--- config.mk ---
export PLATFORM = sky130hd
export DESIGN_NAME = code_lock_ctrl
export DESIGN_NICKNAME = d
export VERILOG_FILES = /design/src/rtl/code_lock_pkg.sv /design/src/rtl/code_lock_ctrl_key_debounce.sv /design/src/rtl/code_lock_ctrl.sv
export SDC_FILE = /design/constraint.sdc
export NUM_CORES = 1
export LEC_CHECK = 0
export ABC_CLOCK_PERIOD_IN_PS = 5000
export CORE_MARGIN = 2
export CORE_UTILIZATION = 30
export CTS_BUF_LIST = sky130_fd_sc_hd__clkbuf_4 sky130_fd_sc_hd__clkbuf_8
export DETAILED_ROUTE_END_ITERATION = 8
export PLACE_DENSITY_LB_ADDON = 0.08
export SYNTH_ARGS = -nofsm -noshare
export SYNTH_HDL_FRONTEND = slang
export SYNTH_SLANG_ARGS = --single-unit
--- constraint.sdc ---
create_clock -name clk -period 5 [get_ports clk]
set_input_delay 1 -clock clk [delete_from_list [all_inputs] [get_ports clk]]
set_output_delay 1 -clock clk [all_outputs]
set_load 0.1 [all_outputs]
--- src/rtl/code_lock_pkg.sv ---
// code_lock_pkg: state encoding, width helpers and beep pattern constants for the code lock
package code_lock_pkg;
   typedef enum logic [2:0] {
      S_LOCKED   = 3'd0,
      S_ENTRY    = 3'd1,
      S_CHECK    = 3'd2,
      S_UNLOCKED = 3'd3,
      S_FAIL     = 3'd4,
      S_LOCKOUT  = 3'd5,
      S_PROG     = 3'd6
   } state_t;
   localparam int ONE_BEEP_PH = 1;
   localparam int TWO_BEEP_PH = 3;
   function automatic int kw(input int n);
      return (n > 1) ? $clog2(n) : 1;
   endfunction
   function automatic int cw(input int len);
      return $clog2(len + 1);
   endfunction
   function automatic int fw(input int m);
      return $clog2(m + 1);
   endfunction
   function automatic int max3(input int a, input int b, input int c);
      return (a > b) ? ((a > c) ? a : c) : ((b > c) ? b : c);
   endfunction
endpackage

--- src/rtl/code_lock_ctrl_key_debounce.sv ---
// key_debounce: synchronises one active-low key and emits a single pulse per stable press
module key_debounce #(
   parameter int DEBOUNCE_CYC = 1_000_000
) (
   input  logic clk,
   input  logic rstn,
   input  logic key,
   output logic press
);
   localparam int DW = $clog2(DEBOUNCE_CYC + 1);
   logic [1:0]    sync;
   logic [DW-1:0] cnt;
   // count stable-low cycles after the synchroniser; pulse once when the count completes
   always_ff @(posedge clk or negedge rstn)
      if (!rstn) begin
         sync  <= 2'b11;
         cnt   <= '0;
         press <= 1'b0;
      end else begin
         sync  <= {sync[0], key};
         cnt   <= sync[1] ? '0 : cnt + DW'(cnt != DW'(DEBOUNCE_CYC));
         press <= !sync[1] && cnt == DW'(DEBOUNCE_CYC - 1);
      end
endmodule

--- src/rtl/code_lock_ctrl.sv ---
// code_lock_ctrl: keypad code lock with reprogramming, failure lockout, timeouts and beep feedback
module code_lock_ctrl
   import code_lock_pkg::*;
#(
   parameter int NUM_KEYS     = 4,
   parameter int CODE_LEN     = 4,
   parameter logic [CODE_LEN*kw(NUM_KEYS)-1:0] DEFAULT_CODE = 8'hE4,
   parameter int DEBOUNCE_CYC = 1_000_000,
   parameter int TIMEOUT_CYC  = 250_000_000,
   parameter int RELOCK_CYC   = 500_000_000,
   parameter int MAX_FAIL     = 3,
   parameter int LOCKOUT_CYC  = 1_500_000_000,
   parameter int BEEP_CYC     = 5_000_000
) (
   input  logic                      clk,
   input  logic                      rstn,
   input  logic [NUM_KEYS-1:0]       key,
   input  logic                      prog_en,
   output logic                      unlocked,
   output logic                      locked_out,
   output logic [cw(CODE_LEN)-1:0]   progress,
   output logic [fw(MAX_FAIL)-1:0]   fail_cnt,
   output logic [2:0]                state_o,
   output logic                      beep
);
   localparam int KW   = kw(NUM_KEYS);
   localparam int CW   = cw(CODE_LEN);
   localparam int FW   = fw(MAX_FAIL);
   localparam int TW   = $clog2(max3(TIMEOUT_CYC, RELOCK_CYC, LOCKOUT_CYC) + 1);
   localparam int BMAX = TWO_BEEP_PH * BEEP_CYC;
   localparam int BW   = $clog2(BMAX + 1);
   state_t                 state, state_nx;
   logic [NUM_KEYS-1:0]    press;
   logic [KW-1:0]          digit, cur;
   logic [CODE_LEN*KW-1:0] code, shadow, shadow_nx;
   logic [TW-1:0]          tmr, tmr_load;
   logic [BW-1:0]          bcnt;
   logic any, multi, last, take, keep, commit, tmr_done, mismatch, chime, prog_blk;
   genvar g;
   for (g = 0; g < NUM_KEYS; g++) begin : g_key
      key_debounce #(.DEBOUNCE_CYC(DEBOUNCE_CYC)) u_db (
         .clk   (clk),
         .rstn  (rstn),
         .key   (key[g]),
         .press (press[g])
      );
   end
   assign any      = |press;
   assign multi    = |(press & (press - NUM_KEYS'(1)));
   assign last     = progress == CW'(CODE_LEN - 1);
   assign tmr_done = tmr == '0;
   assign take     = any && (state == S_LOCKED || state == S_ENTRY || state == S_PROG);
   assign commit   = state == S_PROG && any && last && prog_en && !tmr_done;
   assign keep     = state_nx inside {S_ENTRY, S_CHECK, S_PROG};
   assign tmr_load = (state_nx == S_UNLOCKED) ? TW'(RELOCK_CYC - 1) :
                     (state_nx == S_LOCKOUT)  ? TW'(LOCKOUT_CYC - 1) : TW'(TIMEOUT_CYC - 1);
   // lowest pressed key gives the digit; also select the stored digit and build the next shadow code
   always_comb begin
      digit     = '0;
      cur       = '0;
      shadow_nx = shadow;
      for (int j = NUM_KEYS - 1; j >= 0; j--) if (press[j]) digit = KW'(j);
      for (int j = 0; j < CODE_LEN; j++) if (progress == CW'(j)) begin
         cur                       = code[j*KW +: KW];
         shadow_nx[j*KW +: KW]     = digit;
      end
   end
   // state register
   always_ff @(posedge clk or negedge rstn)
      if (!rstn) state <= S_LOCKED;
      else state <= state_nx;
   // next state and status outputs; timeouts win over presses
   always_comb begin
      state_nx   = state;
      unlocked   = state == S_UNLOCKED || state == S_PROG;
      locked_out = state == S_LOCKOUT;
      state_o    = state;
      beep       = (state == S_LOCKOUT) ||
                   (state == S_FAIL && (bcnt < BW'(ONE_BEEP_PH * BEEP_CYC) || bcnt >= BW'(BMAX - BEEP_CYC))) ||
                   (state == S_UNLOCKED && chime && bcnt < BW'(ONE_BEEP_PH * BEEP_CYC));
      case (state)
         S_LOCKED:   if (any) state_nx = last ? S_CHECK : S_ENTRY;
         S_ENTRY:    if (tmr_done) state_nx = S_LOCKED; else if (any && last) state_nx = S_CHECK;
         S_CHECK:    state_nx = mismatch ? S_FAIL : S_UNLOCKED;
         S_FAIL:     if (bcnt == BW'(BMAX - 1)) state_nx = (fail_cnt == FW'(MAX_FAIL)) ? S_LOCKOUT : S_LOCKED;
         S_LOCKOUT:  if (tmr_done) state_nx = S_LOCKED;
         S_UNLOCKED: if (tmr_done || any) state_nx = S_LOCKED; else if (prog_en && !prog_blk) state_nx = S_PROG;
         S_PROG:     if (tmr_done || !prog_en || (any && last)) state_nx = S_UNLOCKED;
         default:    state_nx = S_LOCKED;
      endcase
   end
   // shared timer reloads on state entry and accepted digits; beep sequencer restarts on every entry
   always_ff @(posedge clk or negedge rstn)
      if (!rstn) begin
         tmr   <= '0;
         bcnt  <= '0;
         chime <= 1'b0;
      end else if (state_nx != state) begin
         tmr   <= tmr_load;
         bcnt  <= '0;
         chime <= state_nx == S_UNLOCKED && (state == S_CHECK || commit);
      end else begin
         tmr   <= take ? tmr_load : tmr - TW'(!tmr_done);
         bcnt  <= bcnt + BW'(bcnt != BW'(BMAX));
      end
   // attempt progress, sticky mismatch, failure count, code and shadow registers
   always_ff @(posedge clk or negedge rstn)
      if (!rstn) begin
         progress <= '0;
         mismatch <= 1'b0;
         fail_cnt <= '0;
         code     <= DEFAULT_CODE;
         shadow   <= '0;
         prog_blk <= 1'b0;
      end else begin
         progress <= keep ? progress + CW'(take) : '0;
         if (take && state != S_PROG) mismatch <= (mismatch && state == S_ENTRY) || multi || digit != cur;
         if (take && state == S_PROG) shadow <= shadow_nx;
         if (commit) code <= shadow_nx;
         if (state == S_CHECK) fail_cnt <= !mismatch ? '0 : fail_cnt + FW'(fail_cnt != FW'(MAX_FAIL));
         else if (state == S_LOCKOUT && state_nx == S_LOCKED) fail_cnt <= '0;
         prog_blk <= (state == S_PROG && state_nx != S_PROG) || (prog_blk && prog_en);
      end
endmodule

==> reports/qor.csv, run 1 <==
stage,metric,value,unit
routing,via_count,6116,
global_route,gr-total-overflow,0,
global_route,antenna_found_initial,0,
clock_tree,cts_max_path_buffers,2,
clock_tree,cts_buffers,17,
worst_hold_path,hp-class,reg2reg,
clock_tree,cts.sinks,172,
worst_setup_path,path_class,reg2out,
synth,syn_inst,889,
worst_setup_path,reg2reg_from,tmr[26]$_DFF_PN0_,
clock_tree,clock_latency,480,ps
placement,gp_congestion,0.725,
clock_tree,tritoncts,built,
worst_setup_path,critPathLaunch,state_o[2]$_DFF_PN0_,
sta,max_clock_freq,257,MHz
sta,final.min_clock_period,3890,ps
synth,synth_mux_area_frac,0.0293,
worst_hold_path,worstHoldStart,g_key[2].u_db.sync[0]$_DFF_PN1_,
global_route,grt_pass1_wl,32700,um
worst_setup_path,cp-end-kind,primary output,
synth,yosys_warnings,0,
sta,period_share,0.779,
placement,hpwl,12500,um
routing,drt_iter0_drc,336,
synth,synth-compound-area-share,0.0537,
clock_tree,root_buffer,clkbuf_8,
sta,slew_headroom,0.292,
pwr,ir_worst_vdd,0.160,mV
pwr,power_leakage,4.01,nW
synth,ys_types,65,
global_route,grt_max_degree,96,
sta,worst_pin_slew,1060,ps
floorplanning,core_region_area,28700,um2
worst_setup_path,critPathArrivalTime,2890,ps
finish,seqCellArea,4320,um2
synth,synth_top_flop_cell,dfrtp_1,
run,cap_violations,0,
routing,wirelength,18800,um
worst_setup_path,start_kind,register,
synth,synth_edf_count,0,
run_status,status,"finished, final reports clean",
clock_tree,cts_hold_buffers,0,
floorplanning,std_cell_rows,62,
clock_tree,htree_num_levels,4,
synth,synth_top_family_by_area,simple AND/OR/NAND/NOR gates,
synth,synthArstFlopShare,1.00,
finish,fillers,2959,
floorplanning,io_pins,18,
synth,synth-adder-area-share,0.0200,
clock_tree,cts.clk_slew.worst_paths,110,ps
sta,finalSetupViolCount,0,
sta,rsz0062_at_grt,no,
placement,pre_cts_ws,1290,ps
routing,drc,0,
floorplanning,dieHeight,175,um
placement,portBuffers,17,
pwr,p_per_area,260,nW/um2
finish,diodes,0,
floorplanning,dieArea,30600,um2
floorplanning,die_w,175,um
worst_setup_path,crit_fanout,12,
sta,layout_setup_ws,1110,ps
sta,fin_tns_setup,0,ps
routing,wl_per_cell,14.5,um
synth,ys_ff_latch,172,
worst_setup_path,crit_required,4000,ps
global_route,grt_use_total,0.133,
sta,finClkSkew,23.1,ps
synth,ys_seq_area_frac,0.493,
sta,timing_hold_violations_final,0,
synth,synth.avg_cell_area,9.85,um2
synth,synth-xor-area-share,0.118,
finish,drive_gt1_frac,0.0799,
clock_tree,cts_resized,0,
routing,ant_nets,0,
floorplanning,start_util,0.305,
finish,syn2layout_area_growth,11.1,%
synth,synth.cell_area,8750,um2
routing,viasPerCell,4.71,
clock_tree,post_cts_buffers,0,
finish,fin_nets,922,
synth,synthesis.nets,910,
global_route,grt_pass1_vias,6305,
sta,slew_viol_final,0,
synth,yosys.area_share.simple,0.267,
routing,drtPass1Iterations,5,
finish,multi_input_area,4270,um2
-- kinds of logic after synthesis --
family / Yosys count
buf+inv: 37
simple gates: 456
xor+xnor: 118
mux: 22
fa+ha+maj: 14
flops: 172
compound gates: 70
-- where the power goes --
group	internal, W	leakage (nW)	total, W	switching [W]
clock	0.000463	0.209	0.00105	0.000582
combinational	0.0000180	1.55	0.0000565	0.0000384
sequential	0.00140	2.25	0.00143	0.0000215
total	0.00189	4.01	0.00253	0.000642
-- synthesized netlist by cell type, types with 12 or more instances --
library cell / n / area share
xnor2_1: 52 / 0.052
or3_1: 12 / 0.0086
nand4_1: 22 / 0.016
xor2_1: 66 / 0.066
nor2_1: 155 / 0.066
nand3_1: 47 / 0.027
dfrtp_1: 160 / 0.46
dfstp_2: 12 / 0.036
and3_1: 19 / 0.014
nand2_1: 73 / 0.031
nor2b_1: 20 / 0.014
a21oi_1: 22 / 0.013
or4_1: 12 / 0.010
nor4_1: 12 / 0.0086
o21ai_0: 16 / 0.0091
ha_1: 14 / 0.020
nor3_1: 26 / 0.015
clkbuf_1: 18 / 0.0077
-- routing by layer --
metal	vias up	wire, um	global-route usage	share of wire
met1	2929	9550	0.183	0.51
met3	19	633	0.0344	0.034
met2	56	8420	0.206	0.45
met4	0	252	0.0378	0.013
met5	-	0	0	0
li1	3112	-	-	-
-- final cells by class --
class / instances / share of cell area
sequential: 172 / 0.444
multi-input combinational: 680 / 0.439
tap: 384 / 0.0494
clock buffer: 17 / 0.0241
timing repair buffer: 20 / 0.0212
clock inverter: 15 / 0.0183
inverter: 10 / 0.00386
-- through the flow --
| step | cells | cell area (um2) | hold slack, ps | total power, W | utilization |
|---|---|---|---|---|---|
| after global routing | 1298 | 9720 | 369 | 0.00266 | 0.339 |
| after floorplan | 889 | 8750 | 345 | 0.00147 | - |
| after detailed placement | 1266 | 9310 | 347 | 0.00151 | 0.324 |
| after CTS | 1298 | 9720 | 363 | 0.00259 | 0.339 |
| final | 1298 | 9720 | 357 | 0.00253 | 0.339 |
| after global placement | 1266 | 9310 | 346 | 0.00151 | 0.324 |
-- worst max-delay path: stages, from the launching register on --
cell and delay (ps):
dfrtp_1 630, nor2b_1 380, and2_1 270, clkdlybuf4s50_1 1160
-- sequential cells by signal, summed over array words and instances, names as in the netlist --
| signal | count |
|---|---|
| g_key.u_db.cnt | 80 |
| bcnt | 24 |
| state_o | 3 |
| mismatch | 1 |
| shadow | 6 |
| g_key.u_db.sync | 8 |
| chime | 1 |
| tmr | 31 |
| progress | 3 |
| code | 8 |
| fail_cnt | 2 |
| prog_blk | 1 |
| g_key.u_db.press | 4 |
-- placed cells by master (no fill, tap or decap), types with 12 or more instances in the layout --
| master | synthesis | final |
|---|---|---|
| dfrtp_1 | 160 | 160 |
| nor2_1 | 155 | 155 |
| nand2_1 | 73 | 73 |
| xor2_1 | 66 | 66 |
| xnor2_1 | 52 | 52 |
| nand3_1 | 47 | 47 |
| nor3_1 | 26 | 26 |
| nand4_1 | 22 | 22 |
| a21oi_1 | 22 | 22 |
| nor2b_1 | 20 | 20 |
| and3_1 | 19 | 19 |
| clkbuf_8 | 0 | 18 |
| o21ai_0 | 16 | 16 |
| clkdlybuf4s50_1 | 0 | 15 |
| ha_1 | 14 | 14 |
| nor4_1 | 12 | 12 |
| or3_1 | 12 | 12 |
| or4_1 | 12 | 12 |
| dfstp_2 | 12 | 12 |
-- worst paths after layout --
check	slack, ps	end	depth (start not counted)
hold / removal	360	g_key[2].u_db.sync[1]$_DFF_PN1_	0
setup reg to reg	1290	tmr[29]$_DFF_PN0_	12
max in group asynchronous	3440	code[5]$_DFFE_PN1P_	2
hold reg to reg	360	g_key[2].u_db.sync[1]$_DFF_PN1_	0
min in group asynchronous	610	g_key[0].u_db.cnt[11]$_DFF_PN0_	1
setup / recovery	1110	locked_out	3
No activity file was read; power rests on OpenSTA's default activity.
==> run 2: changes to the inputs <==
Settings changed: ABC_CLOCK_PERIOD_IN_PS 5000 to 3500.
Clock period 5 ns to 3.5 ns, I/O delays scaled along.
==> run 2 against run 1 <==
Compared with the run above: wire length is 2.3% higher; non-clock buffer count grew 20; register-to-register slack lost 1100 ps; critical path depth is 5 higher; sequential power up 43%; worst setup slack got worse by 900 ps; largest cell class unchanged.
==> reports/qor.csv, run 2 (synthesized netlist as in run 1, its figures left out) <==
stage,metric,value,unit,change
routing,wl_per_cell,14.6,um,+0.77%
worst_setup_path,critPathArrivalTime,2590,ps,-300 ps
worst_setup_path,crit_fanout,7,,-5
clock_tree,htree_num_levels,4,,unchanged
global_route,use_met2,0.214,,+0.00873
sta,max_clock_freq,304,MHz,
worst_setup_path,start_kind,register,,
placement,gp_congestion,0.751,,+3.7%
global_route,gr-total-overflow,0,,unchanged
clock_tree,tritoncts,built,,
sta,slew_viol_final,0,,unchanged
global_route,grt_use_met3,0.0363,,+0.00196
pwr,p_per_area,364,nW/um2,+40%
worst_setup_path,crit_chain,o211a_1 > o21ai_0 > nand2_1 > a2111oi_1 > o21ai_0 > a211oi_1 > a311o_2 > buf_12,,
routing,drc,0,,unchanged
finish,top_register,g_key.u_db.cnt,,
run,cap_violations,0,,unchanged
pwr,intPower,0.00274,W,+45%
pwr,power,0.00361,W,+43%
floorplanning,dieHeight,175,um,unchanged
global_route,grt_util_met1,0.187,,+0.00414
sta,slew_headroom,0.356,,+0.0640
routing,via_count,6284,,+2.7%
global_route,grt_pass1_wl,33700,um,+3.0%
global_route,grt_pass1_vias,6468,,+2.6%
placement,pre_cts_ws,67.0,ps,-1220 ps
finish,largestRegisters,"g_key.u_db.cnt: 80 flops, tmr: 31 flops, bcnt: 24 flops",,
global_route,antenna_found_initial,0,,unchanged
routing,wirelength,19300,um,+2.3%
routing,viasPerCell,4.77,,+1.2%
placement,hpwl,13000,um,+3.8%
worst_hold_path,hp-class,in2async,,
finish,fin_nets,942,,+2.2%
routing,ant_nets,0,,unchanged
floorplanning,die_w,175,um,unchanged
floorplanning,core_region_area,28700,um2,unchanged
finish,drive_gt1_frac,0.115,,+0.0347
worst_setup_path,crit_required,2800,ps,-1200 ps
pwr,ir_worst_vdd,0.180,mV,+13%
floorplanning,start_util,0.305,,unchanged
clock_tree,root_buffer,clkbuf_8,,
sta,fin_tns_setup,0,ps,unchanged
worst_setup_path,path_class,reg2out,,
routing,drtPass1Iterations,4,,-1
worst_setup_path,crit_family,compound AO/OA/AOI/OAI gates,,
global_route,top_usage_layer,met2,,
sta,final.min_clock_period,3290,ps,
clock_tree,cts_max_path_buffers,2,,unchanged
pwr,power_leakage,4.13,nW,+2.9%
finish,mostFrequentLayoutCell,dfrtp_1,,
pwr,p_sw,0.000871,W,+36%
finish,final_cell_mix,"dfrtp_1, nor2_1, nand2_1",,
worst_setup_path,critPathMaxStageDelay,470,ps,-690 ps
placement,dp_cells,1284,,+1.4%
floorplanning,io_pins,18,,unchanged
worst_setup_path,crit_top_cell,o21ai_0,,
clock_tree,cts_buffers,17,,unchanged
placement,portBuffers,17,,unchanged
global_route,grt_use_total,0.137,,+0.00394
pwr,p_comb_frac,0.023,,about the same
sta,finClkSkew,11.4,ps,-11.7 ps
floorplanning,std_cell_rows,62,,unchanged
sta,worst_pin_slew,963,ps,-95.7 ps
worst_setup_path,reg2reg_depth,12,,unchanged
sta,period_share,0.941,,
finish,diodes,0,,unchanged
worst_setup_path,cp_slowest_cell,dfrtp_1,,
sta,timing_hold_violations_final,0,,unchanged
finish,layout.cells.non_filler,1318,,+1.5%
worst_setup_path,cp-end-kind,primary output,,
pwr,switching_share,0.241,,-0.0127
floorplanning,dieArea,30600,um2,unchanged
clock_tree,cts.sinks,172,,unchanged
worst_setup_path,worst-path-stages,8,,+5
clock_tree,cts.clk_slew.worst_paths,100,ps,about the same
clock_tree,clock_latency,490,ps,about the same
pwr,p_clk_frac,0.413,,about the same
run_status,status,"finished, final reports clean",,
global_route,grt_max_degree,74,,-23%
sta,rsz0062_at_grt,yes,,
sta,layout_setup_ws,208,ps,-898 ps
finish,largest_reg_flops,80,,unchanged
sta,finalSetupViolCount,0,,unchanged
finish,syn2layout_area_growth,13.3,%,
finish,postLayoutCoreUtil,0.346,,+0.00671
worst_setup_path,crit_buf_inv,1,,unchanged
routing,drt_iter0_drc,397,,+18%
pwr,seq_power_share,0.564,,about the same
-- run 2: changes by cell type in the layout (fill, tap and decap cells not counted), sizes merged --
| cell | previous run | this run |
|---|---|---|
| clkdlybuf4s50 | 15 | 6 |
| clkbuf | 18 | 22 |
| clkinvlp | 1 | 5 |
| inv | 18 | 13 |
| clkinv | 4 | 1 |
| buf | 4 | 33 |
-- run 2: layout make-up --
cell class | instances | area [um2]
flip-flops and latches | 172 | 4320
well taps | 384 | 480
fillers | 2983 | 18800
inverters | 10 | 37.5
multi-input cells | 680 | 4290
clock inverters | 11 | 133
clock buffers | 21 | 283
repair buffers | 40 | 372
-- run 2: worst paths after layout --
check                                                start                         endpoint  slack, ps
max reg2reg                              tmr[14]$_DFF_PN0_                tmr[29]$_DFF_PN0_        230
max                                      bcnt[7]$_DFF_PN0_                             beep        210
min in group clk           g_key[2].u_db.sync[0]$_DFF_PN1_  g_key[2].u_db.sync[1]$_DFF_PN1_        360
min reg2reg                g_key[2].u_db.sync[0]$_DFF_PN1_  g_key[2].u_db.sync[1]$_DFF_PN1_        360
max in group asynchronous                             rstn  g_key[1].u_db.sync[0]$_DFF_PN1_       2460
min                                                   rstn                tmr[18]$_DFF_PN0_        250
-- run 2: metrics by stage --
| step | hold WS [ps] | area [um2] |
|---|---|---|
| CTS | 254 | 9880 |
| global route | 283 | 9920 |
| floorplan | 345 | 8760 |
| finish | 253 | 9920 |
| global placement | 345 | 9470 |
| detailed placement | 347 | 9470 |
-- run 2: layer usage --
metal | part of all wire | up-vias
li1 | - | 3148
met1 | 0.51 | 3083
met2 | 0.45 | 43
met3 | 0.032 | 10
met4 | 0.0097 | 0
met5 | 0 | -
-- run 2: repair_timing --
| action | in CTS | in global routing |
|---|---|---|
| buffers inserted | 0 | 2 |
| hold endpoints to repair | 0 | 0 |
| hold buffers | 0 | 0 |
| endpoints found under the setup margin | 0 | 26 |
| resized for setup | 0 | 6 |
-- run 2: power by group through the flow --
| stage | combinational [W] | clock, W | sequential [W] |
|---|---|---|---|
| after detailed placement | 0.0000887 | 0 | 0.00208 |
| after global placement | 0.0000901 | 0 | 0.00208 |
| after global routing | 0.000101 | 0.00164 | 0.00204 |
| final | 0.0000837 | 0.00149 | 0.00204 |
| after floorplan | 0.0000380 | 0 | 0.00206 |
| after CTS | 0.0000896 | 0.00156 | 0.00204 |
-- run 2: worst reg2reg max path, cell delays in order (launching register included) --
cell and delay (ps):
dfrtp_1 440, or4_1 230, nor4_4 70, and3_2 240, inv_2 70, ha_1 170, or4b_2 610, nor2_1 180
nand4_1 180, or3_1 390, or3_1 330, xor2_1 150, nor3_1 120
